<file path="config.mk">
export PLATFORM = sky130hd
export DESIGN_NAME = multicycle_control_flat
export DESIGN_NICKNAME = d
export VERILOG_FILES = /design/src/rtl/multicycle_control_if.sv /design/src/rtl/multicycle_control.sv /design/src/flat_wrapper.sv
export SDC_FILE = /design/constraint.sdc
export NUM_CORES = 1
export LEC_CHECK = 0
export CAP_MARGIN = 20
export CORE_MARGIN = 2
export CORE_UTILIZATION = 35
export CTS_BUF_LIST = sky130_fd_sc_hd__clkbuf_8
export CTS_CLUSTER_DIAMETER = 40
export DETAILED_ROUTE_END_ITERATION = 12
export DONT_BUFFER_PORTS = 1
export PLACE_DENSITY = 0.45
export SYNTH_ARGS = -nofsm -noshare
export SYNTH_HDL_FRONTEND = slang
export SYNTH_SLANG_ARGS = --single-unit
</file>
<file path="constraint.sdc">
create_clock -name clk_i -period 16.5 [get_ports clk_i]
set_input_delay 3.3 -clock clk_i [delete_from_list [all_inputs] [get_ports clk_i]]
set_output_delay 3.3 -clock clk_i [all_outputs]
set_load 0.02 [all_outputs]
</file>
<file path="src/rtl/multicycle_control_if.sv">
// Bundle of fetch, decoder, data-memory and status signals between the LEGv8 multi-cycle
// sequencer (master) and its surrounding datapath/memories (slave).
interface multicycle_control_if #(
    parameter int unsigned PC_W = 64
);
    logic            run;
    logic            imem_req;
    logic            imem_ready;
    logic [31:0]     instr_in;
    logic [PC_W-1:0] pc;
    logic [31:0]     ir_out;
    logic            dec_ubranch;
    logic            dec_branch;
    logic            dec_memread;
    logic            dec_memwrite;
    logic            dec_regwrite;
    logic [31:0]     dec_imm;
    logic            alu_zero;
    logic            dmem_req;
    logic            dmem_we;
    logic            dmem_ready;
    logic            rf_we;
    logic            retired;
    logic [2:0]      state;
    logic            timeout_err;

    modport master (
        input  run, imem_ready, instr_in, dec_ubranch, dec_branch, dec_memread, dec_memwrite,
               dec_regwrite, dec_imm, alu_zero, dmem_ready,
        output imem_req, pc, ir_out, dmem_req, dmem_we, rf_we, retired, state, timeout_err
    );

    modport slave (
        output run, imem_ready, instr_in, dec_ubranch, dec_branch, dec_memread, dec_memwrite,
               dec_regwrite, dec_imm, alu_zero, dmem_ready,
        input  imem_req, pc, ir_out, dmem_req, dmem_we, rf_we, retired, state, timeout_err
    );
endinterface

</file>
<file path="src/rtl/multicycle_control.sv">
// LEGv8 multi-cycle sequencer: owns PC and IR, steps each instruction through
// FETCH/DECODE/EXEC/MEM/WB with req/ready memory handshakes and a wait-timeout trap.
module multicycle_control #(
    parameter int unsigned     PC_W        = 64,
    parameter logic [PC_W-1:0] RESET_PC    = '0,
    parameter int unsigned     MEM_TIMEOUT = 16
) (
    input logic                  clk_i,
    input logic                  rst_i,
    multicycle_control_if.master bus_io
);
    typedef enum logic [2:0] {
        StIdle   = 3'd0,
        StFetch  = 3'd1,
        StDecode = 3'd2,
        StExec   = 3'd3,
        StMem    = 3'd4,
        StWb     = 3'd5,
        StErr    = 3'd6
    } state_e;

    localparam int unsigned CntW = $clog2(MEM_TIMEOUT + 2);

    state_e          state_q;
    logic [PC_W-1:0] pc_q;
    logic [PC_W-1:0] npc_q;
    logic [31:0]     ir_q;
    logic [CntW-1:0] wait_q;
    logic            retired_q;
    logic            terr_q;

    logic            taken;
    logic [PC_W-1:0] imm_off;
    logic [PC_W-1:0] npc_calc;
    logic            wait_hit;

    // ir_q[24] distinguishes CBNZ (1) from CBZ (0).
    assign taken    = bus_io.dec_ubranch | (bus_io.dec_branch & (bus_io.alu_zero ^ ir_q[24]));
    assign imm_off  = PC_W'($signed(bus_io.dec_imm)) << 2;
    assign npc_calc = taken ? (pc_q + imm_off) : (pc_q + PC_W'(4));
    assign wait_hit = (MEM_TIMEOUT != 0) && (wait_q == CntW'(MEM_TIMEOUT));

    always_ff @(posedge clk_i or posedge rst_i) begin
        if (rst_i) begin
            state_q   <= StIdle;
            pc_q      <= RESET_PC;
            npc_q     <= '0;
            ir_q      <= '0;
            wait_q    <= '0;
            retired_q <= 1'b0;
            terr_q    <= 1'b0;
        end else begin
            retired_q <= 1'b0;
            unique case (state_q)
                StIdle: begin
                    if (bus_io.run) state_q <= StFetch;
                end
                StFetch: begin
                    if (bus_io.imem_ready) begin
                        ir_q    <= bus_io.instr_in;
                        wait_q  <= '0;
                        state_q <= StDecode;
                    end else if (wait_hit) begin
                        terr_q  <= 1'b1;
                        state_q <= StErr;
                    end else begin
                        wait_q <= wait_q + 1'b1;
                    end
                end
                StDecode: state_q <= StExec;
                StExec: begin
                    npc_q <= npc_calc;
                    if (bus_io.dec_memread || bus_io.dec_memwrite) begin
                        state_q <= StMem;
                    end else if (bus_io.dec_regwrite) begin
                        state_q <= StWb;
                    end else begin
                        pc_q      <= npc_calc;
                        retired_q <= 1'b1;
                        state_q   <= bus_io.run ? StFetch : StIdle;
                    end
                end
                StMem: begin
                    if (bus_io.dmem_ready) begin
                        wait_q <= '0;
                        if (bus_io.dec_memread) begin
                            state_q <= StWb;
                        end else begin
                            pc_q      <= npc_q;
                            retired_q <= 1'b1;
                            state_q   <= bus_io.run ? StFetch : StIdle;
                        end
                    end else if (wait_hit) begin
                        terr_q  <= 1'b1;
                        state_q <= StErr;
                    end else begin
                        wait_q <= wait_q + 1'b1;
                    end
                end
                StWb: begin
                    pc_q      <= npc_q;
                    retired_q <= 1'b1;
                    state_q   <= bus_io.run ? StFetch : StIdle;
                end
                StErr: state_q <= StErr;
                default: state_q <= StErr;
            endcase
        end
    end

    assign bus_io.imem_req    = (state_q == StFetch);
    assign bus_io.dmem_req    = (state_q == StMem);
    assign bus_io.dmem_we     = (state_q == StMem) & bus_io.dec_memwrite;
    assign bus_io.rf_we       = (state_q == StWb);
    assign bus_io.pc          = pc_q;
    assign bus_io.ir_out      = ir_q;
    assign bus_io.retired     = retired_q;
    assign bus_io.state       = state_q;
    assign bus_io.timeout_err = terr_q;
endmodule
</file>
<file path="src/flat_wrapper.sv">
// flat-port wrapper written by rule: the top's interface ports become plain ports
module multicycle_control_flat 
#(
    parameter int unsigned     PC_W        = 64,
    parameter logic [PC_W-1:0] RESET_PC    = '0,
    parameter int unsigned     MEM_TIMEOUT = 16
)
  (clk_i, rst_i, bus_io_run, bus_io_imem_ready, bus_io_instr_in, bus_io_dec_ubranch, bus_io_dec_branch, bus_io_dec_memread, bus_io_dec_memwrite, bus_io_dec_regwrite, bus_io_dec_imm, bus_io_alu_zero, bus_io_dmem_ready, bus_io_imem_req, bus_io_pc, bus_io_ir_out, bus_io_dmem_req, bus_io_dmem_we, bus_io_rf_we, bus_io_retired, bus_io_state, bus_io_timeout_err);
  multicycle_control_if #(.PC_W(PC_W)) bus_io_i ();
  input logic clk_i;
  input logic rst_i;
  input wire logic [$bits(bus_io_i.run)-1:0] bus_io_run;
  input wire logic [$bits(bus_io_i.imem_ready)-1:0] bus_io_imem_ready;
  input wire logic [$bits(bus_io_i.instr_in)-1:0] bus_io_instr_in;
  input wire logic [$bits(bus_io_i.dec_ubranch)-1:0] bus_io_dec_ubranch;
  input wire logic [$bits(bus_io_i.dec_branch)-1:0] bus_io_dec_branch;
  input wire logic [$bits(bus_io_i.dec_memread)-1:0] bus_io_dec_memread;
  input wire logic [$bits(bus_io_i.dec_memwrite)-1:0] bus_io_dec_memwrite;
  input wire logic [$bits(bus_io_i.dec_regwrite)-1:0] bus_io_dec_regwrite;
  input wire logic [$bits(bus_io_i.dec_imm)-1:0] bus_io_dec_imm;
  input wire logic [$bits(bus_io_i.alu_zero)-1:0] bus_io_alu_zero;
  input wire logic [$bits(bus_io_i.dmem_ready)-1:0] bus_io_dmem_ready;
  output wire logic [$bits(bus_io_i.imem_req)-1:0] bus_io_imem_req;
  output wire logic [$bits(bus_io_i.pc)-1:0] bus_io_pc;
  output wire logic [$bits(bus_io_i.ir_out)-1:0] bus_io_ir_out;
  output wire logic [$bits(bus_io_i.dmem_req)-1:0] bus_io_dmem_req;
  output wire logic [$bits(bus_io_i.dmem_we)-1:0] bus_io_dmem_we;
  output wire logic [$bits(bus_io_i.rf_we)-1:0] bus_io_rf_we;
  output wire logic [$bits(bus_io_i.retired)-1:0] bus_io_retired;
  output wire logic [$bits(bus_io_i.state)-1:0] bus_io_state;
  output wire logic [$bits(bus_io_i.timeout_err)-1:0] bus_io_timeout_err;
  assign bus_io_i.run = bus_io_run;
  assign bus_io_i.imem_ready = bus_io_imem_ready;
  assign bus_io_i.instr_in = bus_io_instr_in;
  assign bus_io_i.dec_ubranch = bus_io_dec_ubranch;
  assign bus_io_i.dec_branch = bus_io_dec_branch;
  assign bus_io_i.dec_memread = bus_io_dec_memread;
  assign bus_io_i.dec_memwrite = bus_io_dec_memwrite;
  assign bus_io_i.dec_regwrite = bus_io_dec_regwrite;
  assign bus_io_i.dec_imm = bus_io_dec_imm;
  assign bus_io_i.alu_zero = bus_io_alu_zero;
  assign bus_io_i.dmem_ready = bus_io_dmem_ready;
  assign bus_io_imem_req = bus_io_i.imem_req;
  assign bus_io_pc = bus_io_i.pc;
  assign bus_io_ir_out = bus_io_i.ir_out;
  assign bus_io_dmem_req = bus_io_i.dmem_req;
  assign bus_io_dmem_we = bus_io_i.dmem_we;
  assign bus_io_rf_we = bus_io_i.rf_we;
  assign bus_io_retired = bus_io_i.retired;
  assign bus_io_state = bus_io_i.state;
  assign bus_io_timeout_err = bus_io_i.timeout_err;
  multicycle_control #(.PC_W(PC_W), .RESET_PC(RESET_PC), .MEM_TIMEOUT(MEM_TIMEOUT)) u_core (.clk_i(clk_i), .rst_i(rst_i), .bus_io(bus_io_i));
endmodule
</file>
==> summary.md, run 1 <==
| Metric | Value |
|---|---|
| Routability cong. | `approximately 0.88` |
| CP max-delay cell | `a31oi_1` |
| Post-route ant nets | `0` |
| Num ports | `180` |
| Ys Warns | `0` |
| PnR Total Power | `2.29 mW` |
| GRT Total Usage | `21.0%` |
| Post-CTS Setup Bufs | `0` |
| VDD IR max | `approximately 0.000077 V` |
| Final period util | `41.8%` |
| WL per Instance | `20.1 um` |
| Number of remaining DRC errors | `0` |
| Syn avg cell area | `8.31 um^2` |
| Critical Path RT | `16.89 ns` |
| Initial Utilization | `35.5%` |
| Number of distinct library cells after synthesis | `a little under 90` |
| Max_cap viols | `0` |
| Synthesized instance count | `1388` |
| PD cells | `188 nW/um^2` |
| Sink Count | `170` |
| Worst Hold Class | `reg -> reg` |
| Mapped cell area | `11500 um^2` |
| WP data arrival | `7.30 ns` |
| Setup violations, final | `0` |
| Die area | `between 30000 and 40000 um^2` |
| Antenna violations before repair | `2` |
| Slew headroom | `44.2%` |
| Leakage | `4.84 nW` |
| Core footprint | `32500 um^2` |
| DR pass1 iterations | `5` |
| Via density | `about 5.6` |
| CP peak stage delay | `0.44 ns` |
| Clk_lat worst skew | `around 0.5 ns` |
| Iteration-0 DRC Markers | `677` |
| GR Overflow Total | `0` |
| F_max | `between 100 and 150 MHz` |
| Wirelength, routed | `35600 um` |
| Final setup TNS | `0 ns` |
| Global-route wire length before repair | `55900 um` |
| DPL Wire Length | `approximately 25000 um` |
| Sequential area share after synthesis | `36.9%` |
| Largest net degree at the start of global routing | `around 110` |
| Post-CTS sizing | `0` |
| Clock buffer depth | `2` |
| CTS H-tree lvls | `4` |
| Critical path cell sequence | `xor2_2, a21oi_2, buf_4, or2_2, ha_1, inv_1, fa_1, nand2b_1, a21oi_1, o21ai_0, a22oi_1, o2111ai_1, a31oi_1, mux2i_1, a21oi_1, a211o_1` |
| Syn nets | `1497` |
| Min cycle time layout | `6.90 ns` |
| Via count | `between 9000 and 10000` |
| Clock slew at reported path FFs | `around 0.10 ns` |
| Status | `completed` |
| Max-slew violations | `0` |
| Final Skew | `0.0154 ns` |
| PortBufs | `0` |
| Critical path launch point type | `primary input` |
| Share of cells above drive strength 1 | `8.43%` |
| Area growth syn-to-layout | `5.84%` |
| Number of synthesized flops with an enable pin | `0` |
| # hold bufs at CTS | `0` |
| Die H | `186 um` |
| Worst Path Max Fanout | `31` |
| Layout net count | `1426` |
| Number of CTS-inserted buffers | `17` |
| Clk root buf | `clkbuf_8` |
| Core Util, Final | `37.6%` |
| Site row count | `66` |
| Predominant post-synthesis flop cell | `dfrtp_1` |
| Yosys reg bits | `170` |
| Final Hold Viols | `0` |
| CTS tree | `yes` |
| Async set-reset flop share out of synthesis | `100%` |
| Die W | `about 190 um` |
| Vias in the first global route | `slightly below 10000` |
| RSZ-0062 raised after global routing | `no` |
| Setup CP Type | `in -> reg` |
| Worst-margin pin slew | `about 0.83 ns` |
| Most common cell on crit path | `a21oi_1` |
| Crit. End Element | `register` |
==> cell usage after synthesis, drive strengths merged, types with 11 or more instances <==
cell type	number	area, um^2
nand2	192	723
dfrtp	170	4250
o21ai	139	714
nor2	122	458
a21oi	87	454
clkbuf	72	270
nand3	55	275
mux2	40	450
nor2b	35	219
ha	33	413
xnor2	32	280
nor3	30	160
buf	29	153
xor2	29	262
a31oi	21	144
nand4	20	125
and3	18	118
mux2i	18	180
o211ai	18	140
or3	17	106
inv	16	60.1
nor4	16	115
a21o	15	113
o21a	12	90.1
and2	11	68.8
==> area by class of cell <==
cell class              count  area (um^2)
clock inverters            12          164
fillers                  3377        20200
well taps                 442          553
multi-input cells        1100         6830
diodes                      1         2.50
inverters                  17         71.3
flip-flops and latches    170         4250
clock buffers              18          248
repair buffers             11         82.6
==> cell families (layout without fill, tap and decap cells) <==
group / Yosys count / count (layout) / synth area share [%]
AO/OA/AOI/OAI: 393 / 393 / 21.9
XOR/XNOR: 61 / 61 / 4.70
adder cells (fa/ha/maj): 34 / 34 / 3.75
buffers and inverters: 118 / 58 / 4.22
flip-flops: 170 / 170 / 36.9
multiplexers: 58 / 58 / 5.47
other: 0 / 1 / 0
AND/OR/NAND/NOR: 554 / 554 / 23.0
==> critical path: cells and delay by family <==
family,cells,cell delay (ns)
AND/OR/NAND/NOR,2,0.36
XOR/XNOR,1,0.20
multiplexers,1,0.35
buffers and inverters,2,0.41
adder cells (fa/ha/maj),2,0.55
AO/OA/AOI/OAI,8,2.09
==> sequential cells by signal, indices dropped and copies added (netlist names) <==
name and cells:
u_core.bus_io.pc 64, u_core.bus_io.state 3, u_core.bus_io.ir_out 32, u_core.bus_io.timeout_err 1
u_core.wait_q 5, u_core.bus_io.retired 1, u_core.npc_q 64
==> where the power goes <==
group          switching, mW  internal, mW
sequential             0.376         0.597
combinational          0.607         0.383
clock                  0.173         0.155
total                   1.16          1.13
==> through the flow <==
stage	hold WS (ns)	worst slack, ns	instance area [um^2]	cells
floorplan	0.439	8.60	11500	1388
global placement	0.454	9.24	11800	1740
detailed placement	0.455	9.09	11800	1740
CTS	0.480	9.65	12200	1770
global route	0.498	9.41	12200	1771
finish	0.476	9.60	12200	1771
==> cell usage in the layout, fill, tap and decap left out, types with 5 or more instances in the layout <==
cell / count
a211oi_1: 8
a21o_1: 15
a21oi_1: 83
a22oi_1: 10
a2bb2oi_1: 5
a31oi_1: 19
and2_1: 11
and3_1: 17
buf_4: 11
clkbuf_8: 18
dfrtp_1: 170
ha_1: 33
inv_1: 15
mux2_2: 39
mux2i_1: 18
nand2_1: 190
nand2b_1: 9
nand3_1: 55
nand4_1: 20
nor2_1: 120
nor2b_1: 34
nor3_1: 28
nor3b_1: 6
nor4_1: 15
o211ai_1: 17
o21a_1: 12
o21ai_0: 118
o21ai_1: 18
o21bai_1: 7
o22ai_1: 8
o2bb2ai_1: 7
o31ai_1: 8
or3_1: 17
xnor2_1: 32
xor2_1: 28
==> metal layers <==
metal	routed length (um)	part of all wire [%]	up-vias	track usage, %
met4	697	2.0	2	5.87
li1	-	-	4844	-
met1	16400	46	4808	28.1
met5	11	0.031	-	0
met2	16400	46	286	33.6
met3	2080	5.9	29	5.11
==> final timing paths <==
kind / from / to / slack (ns) / cells past startpoint
hold reg to reg: u_core.npc_q[0] / u_core.bus_io.pc[0] / 0.48 / 2
setup reg to reg: u_core.bus_io.ir_out[24] / u_core.bus_io.pc[52] / 11.81 / 16
hold / removal: u_core.npc_q[0] / u_core.bus_io.pc[0] / 0.48 / 2
min in group asynchronous: rst_i / u_core.bus_io.ir_out[23] / 2.79 / 1
setup / recovery: bus_io_alu_zero / u_core.bus_io.pc[52] / 9.60 / 16
max in group asynchronous: rst_i / u_core.bus_io.pc[41] / 12.33 / 2
Note: power is estimated with default switching activity, not from simulation.
==> run 2: changes to the inputs <==
==> constraint.sdc (replaced) <==
create_clock -name clk_i -period 6.8 [get_ports clk_i]
set_input_delay 1.36 -clock clk_i [delete_from_list [all_inputs] [get_ports clk_i]]
set_output_delay 1.36 -clock clk_i [all_outputs]
set_load 0.02 [all_outputs]
==> run 2 against run 1 <==
Against the previous run:
- clock skew grew 0.017 ns
- die area is the same
- worst setup slack lost 7.7 ns
- total power grew 140%
- sequential cell count is the same
- final cell count grew 0.28%
- hold slack gained 0.0049 ns
- combinational power grew 140%
- routed wire length grew 1.3%
- sequential power grew 140%
- non-clock buffer count grew 2
- largest power group unchanged
==> summary.md, run 2 (same netlist as run 1, synthesis figures left out) <==
| Metric | Value |
|---|---|
| Status | `completed` |
| Worst Hold Class | `reg -> reg` |
| Layout net count | `1428` |
| Min cycle time layout | `4.87 ns` |
| Sink Count | `170` |
| Vias in the first global route | `9632` |
| Initial Utilization | `35.5%` |
| Final setup TNS | `0 ns` |
| Share of cells above drive strength 1 | `8.63%` |
| Final Skew | `0.0327 ns` |
| WP data arrival | `5.27 ns` |
| Most frequent cells in the layout | `nand2_1, dfrtp_1, nor2_1` |
| GR Overflow Total | `0` |
| Antenna violations before repair | `1` |
| F_max | `205 MHz` |
| Setup violations, final | `0` |
| PortBufs | `0` |
| Num ports | `180` |
| DPL Wire Length | `25900 um` |
| Core footprint | `about 32000 um^2` |
| Clk root buf | `clkbuf_8` |
| Clk_lat worst skew | `0.52 ns` |
| CTS H-tree lvls | `4` |
| Number of CTS-inserted buffers | `17` |
| Critical path cell sequence | `xor2_2, a21oi_2, or2_2, ha_1, inv_1, fa_1, nand2b_1, a21oi_1, o21ai_0, a22oi_1, o2111ai_1, a31oi_1, mux2i_1, a21oi_1, a211o_1` |
| Number of remaining DRC errors | `0` |
| Most common cell on crit path | `a21oi_1` |
| Via count | `around 10000` |
| GRT Total Usage | `21.4%` |
| DR pass1 iterations | `5` |
| Largest net degree at the start of global routing | `116` |
| Die area | `roughly 34000 um^2` |
| # hold bufs at CTS | `0` |
| Critical path launch point type | `primary input` |
| Setup CP Type | `in -> reg` |
| Final period util | `71.6%` |
| Clock slew at reported path FFs | `between 0.1 and 0.15 ns` |
| Post-route ant nets | `0` |
| Post-CTS sizing | `0` |
| Clock buffer depth | `2` |
| RSZ-0062 raised after global routing | `no` |
| Worst-margin pin slew | `0.843 ns` |
| CP peak stage delay | `approximately 0.47 ns` |
| Routability cong. | `0.861` |
| Slew headroom | `43.7%` |
| Worst Path Max Fanout | `8` |
| Wirelength, routed | `between 30000 and 40000 um` |
| WL per Instance | `20.3 um` |
| PnR Total Power | `5.53 mW` |
| Global-route wire length before repair | `56800 um` |
| Max_cap viols | `0` |
| Crit. End Element | `register` |
| VDD IR max | `0.000224 V` |
| Post-CTS Setup Bufs | `0` |
| CP max-delay cell | `a22oi_1` |
| Commonest non-fill, non-tap cell in the layout | `nand2_1` |
| Area growth syn-to-layout | `5.81%` |
| Leakage | `4.85 nW` |
| PD cells | `454 nW/um^2` |
| Via density | `5.62` |
| Max-slew violations | `0` |
| Die W | `roughly 190 um` |
| Site row count | `66` |
| Die H | `186 um` |
| CTS tree | `yes` |
| Iteration-0 DRC Markers | `just under 700` |
| Final Hold Viols | `0` |
| Critical Path RT | `7.21 ns` |
## run 2: cell count changes in the layout (fill, tap and decap cells not counted)
| cell | delta |
|---|---|
| buf_4 | +2 |
| bufinv_16 | -2 |
| clkbuf_8 | -1 |
| clkinv_4 | +2 |
| clkinv_8 | +1 |
| clkinvlp_4 | -1 |
| diode_2 | +1 |
| inv_1 | +1 |
| inv_8 | +2 |
## run 2: path summary, 6_finish.rpt
check | startpoint | end | slack, ns | cells after the start
min in group asynchronous | rst_i | u_core.bus_io.ir_out[26] | 0.85 | 1
max | bus_io_alu_zero | u_core.bus_io.pc[52] | 1.93 | 15
max in group asynchronous | rst_i | u_core.bus_io.pc[30] | 4.67 | 2
min reg2reg | u_core.npc_q[0] | u_core.bus_io.pc[0] | 0.48 | 2
max reg2reg | u_core.bus_io.ir_out[24] | u_core.bus_io.pc[52] | 2.20 | 15
min | u_core.npc_q[0] | u_core.bus_io.pc[0] | 0.48 | 2
## run 2: per-layer routing
layer	GRT usage [%]	part of all wire, %
met4	5.08	1.3
met5	0	0
met1	29.1	47
met2	34.3	47
met3	5.22	5.6
## run 2: worst max-delay path: cells and delay by family
family	cells	cell delay, ns
AOI/OAI and AO/OA	8	2.32
muxes	1	0.38
xor gates and xnor gates	1	0.20
adders and majority gates	2	0.57
and+or+nand+nor	2	0.37
buffers and inverters	1	0.05
## run 2: cell type report
class | count | area [um^2]
Sequential cell | 170 | 4250
Tap cell | 442 | 553
Clock inverter | 15 | 156
Multi-Input combinational cell | 1100 | 6830
Clock buffer | 17 | 234
Fill cell | 3394 | 20300
Inverter | 17 | 71.3
Timing Repair Buffer | 13 | 97.6
Antenna cell | 2 | 5.00
## run 2: where the power goes
group	switching, mW	total [mW]	leakage (nW)	internal [mW]
clock network	0.458	0.761	0.197	0.303
registers	0.912	2.36	2.10	1.45
logic	1.48	2.41	2.55	0.932
total	2.85	5.53	4.85	2.68
## run 2: per-stage QoR
step | instances | hold slack (ns) | worst slack, ns | area (um^2) | utilization (%)
3_5_place_dp | 1742 | 0.453 | 1.42 | 11800 | 36.4
5_1_grt | 1775 | 0.504 | 1.73 | 12200 | 37.6
6_report | 1776 | 0.480 | 1.93 | 12200 | 37.6
2_1_floorplan | 1388 | 0.439 | 0.837 | 11500 | -
4_1_cts | 1774 | 0.481 | 1.99 | 12200 | 37.6
3_3_place_gp | 1742 | 0.453 | 1.48 | 11800 | 36.4
==> run 3: changes to the inputs <==
--- a/config.mk
+++ b/config.mk
@@ -12,7 +12,7 @@
 export CTS_CLUSTER_DIAMETER = 40
 export DETAILED_ROUTE_END_ITERATION = 12
 export DONT_BUFFER_PORTS = 1
-export PLACE_DENSITY = 0.45
+export PLACE_DENSITY = 0.47
 export SYNTH_ARGS = -nofsm -noshare
 export SYNTH_HDL_FRONTEND = slang
 export SYNTH_SLANG_ARGS = --single-unit
==> constraint.sdc (replaced) <==
create_clock -name clk_i -period 4.2 [get_ports clk_i]
set_input_delay 0.84 -clock clk_i [delete_from_list [all_inputs] [get_ports clk_i]]
set_output_delay 0.84 -clock clk_i [all_outputs]
set_load 0.02 [all_outputs]
==> run 3 against run 2 <==
Against the previous run:
- sequential power up 61%
- register-to-register slack worse by 1.9 ns
- sequential share of layout area decreased by 2.2 points
- total power grew 71%
- first-iteration DRC count decreased by 15%
- largest cell class unchanged
==> summary.md, run 3 (same netlist as run 1, synthesis figures left out) <==
| Metric | Value |
|---|---|
| Status | `completed` |
| Setup CP Type | `reg -> reg` |
| Max_cap viols | `0` |
| PD cells | `729 nW/um^2` |
| Critical Path RT | `4.63 ns` |
| Clock slew at reported path FFs | `0.12 ns` |
| Layout net count | `1517` |
| Wirelength, routed | `35700 um` |
| Antenna violations before repair | `2` |
| Reg2reg end | `u_core.npc_q[58]` |
| Post-route ant nets | `0` |
| DPL Wire Length | `25600 um` |
| Commonest non-fill, non-tap cell in the layout | `nand2_1` |
| Worst Hold Class | `in -> async` |
| DR pass1 iterations | `5` |
| Die H | `186 um` |
| Sink Count | `170` |
| Worst flop-to-flop path startpoint | `u_core.bus_io.ir_out[24]` |
| Crit. End Element | `register` |
| Crit path max-delay family | `compound AO/OA/AOI/OAI gates` |
| Critical path cell sequence | `xor2_2, a21oi_2, or2_2, ha_1, inv_1, fa_1, nand2b_1, a21oi_1, buf_4, o21ai_1, a21oi_4, o21ai_4, a2111oi_4, o21ai_2, or4_1, o2111ai_1` |
| Setup violations, final | `0` |
| WP data arrival | `~4.3 ns` |
| Final Skew | `0.0326 ns` |
| WL per Instance | `between 15 and 20 um` |
| Clk root buf | `clkbuf_8` |
| Largest net degree at the start of global routing | `171` |
| Critical path launch point type | `register` |
| GRT Total Usage | `21.5%` |
| Placed cells | `1831` |
| Share of cells above drive strength 1 | `15.1%` |
| Max-slew violations | `0` |
| CP max-delay cell | `dfrtp_2` |
| Via density | `5.50` |
| Slew headroom | `30.8%` |
| Non-Filler Instances | `1866` |
| CTS H-tree lvls | `4` |
| Global-route wire length before repair | `between 50000 and 60000 um` |
| Post-CTS Setup Bufs | `0` |
| Leakage | `5.31 nW` |
| # hold bufs at CTS | `0` |
| Critical path buffers and inverters | `2` |
| Final setup TNS | `0 ns` |
| Die area | `~34000 um^2` |
| Initial Utilization | `a little over a third` |
| Number of CTS-inserted buffers | `17` |
| Area growth syn-to-layout | `12.8%` |
| Routability cong. | `roughly 0.90` |
| Crit path from | `u_core.bus_io.ir_out[24]` |
| Final Hold Viols | `0` |
| Num ports | `180` |
| F_max | `around 260 MHz` |
| CTS tree | `yes` |
| Via count | `10300` |
| PortBufs | `0` |
| Internal reg-to-reg setup slack | `0.30 ns` |
| Site row count | `66` |
| Most frequent cells in the layout | `nand2_1, dfrtp_1, nor2_1` |
| Min cycle time layout | `3.90 ns` |
| Die W | `186 um` |
| Post-CTS sizing | `0` |
| CP peak stage delay | `0.49 ns` |
| GR Overflow Total | `0` |
| Vias in the first global route | `about 10000` |
| Worst R2R Path Depth | `16` |
| Worst-margin pin slew | `~1.0 ns` |
| RSZ-0062 raised after global routing | `no` |
| Number of remaining DRC errors | `0` |
| Final period util | `93.0%` |
| Clock buffer depth | `2` |
| Worst Path Max Fanout | `7` |
| Clk_lat worst skew | `0.52 ns` |
| Iteration-0 DRC Markers | `between 500 and 600` |
| Core footprint | `between 30000 and 40000 um^2` |
| VDD IR max | `0.000369 V` |
## run 3: worst max-delay path by stage
stage / end / slack, ns / cells after the start
floorplan: u_core.npc_q[58] / 0.09 / 16
global placement: u_core.npc_q[58] / 0.004 / 16
detailed placement: u_core.bus_io.pc[54] / -0.10 / 17
CTS: u_core.bus_io.pc[60] / 0.14 / 16
global route: u_core.npc_q[52] / 0.01 / 17
finish: u_core.npc_q[58] / 0.30 / 16
## run 3: per-layer routing
layer	routed length [um]	up-vias	track usage, %
li1	-	5047	-
met1	16500	4874	28.6
met2	16400	302	34.3
met3	2240	34	5.60
met4	520	2	6.06
met5	13	-	0
## run 3: report_power, final
part | internal (mW) | switching (mW) | leakage (nW)
combinational | 1.85 | 2.51 | 2.99
clock | 0.588 | 0.735 | 0.221
sequential | 2.35 | 1.45 | 2.10
## run 3: per-stage QoR
step / area, um^2 / utilization (%) / worst slack, ns / power (mW) / hold slack, ns
2_1_floorplan: 11500 / - / 0.0866 / 6.66 / 0.439
3_3_place_gp: 12500 / 38.6 / 0.00362 / 8.16 / 0.451
3_5_place_dp: 12500 / 38.6 / -0.103 / 8.20 / 0.460
4_1_cts: 13000 / 39.9 / 0.143 / 9.56 / 0.419
5_1_grt: 13000 / 40.1 / 0.0143 / 10.3 / 0.411
6_report: 13000 / 40.1 / 0.296 / 9.48 / 0.466
## run 3: worst register-to-register path, cell delays in order (launching register included)
cell,delay (ns)
dfrtp_2,0.49
xor2_2,0.21
a21oi_2,0.26
or2_2,0.18
ha_1,0.16
inv_1,0.05
fa_1,0.37
nand2b_1,0.17
a21oi_1,0.17
buf_4,0.14
o21ai_1,0.13
a21oi_4,0.21
o21ai_4,0.13
a2111oi_4,0.44
o21ai_2,0.13
or4_1,0.47
o2111ai_1,0.11
## run 3: layout make-up
class / instances / area [um^2]
fill: 3327 / 19400
multi-input combinational: 1100 / 6870
sequential: 170 / 4260
timing repair buffer: 102 / 816
tap: 442 / 553
clock buffer: 19 / 262
clock inverter: 13 / 174
inverter: 17 / 67.6
antenna: 3 / 7.51
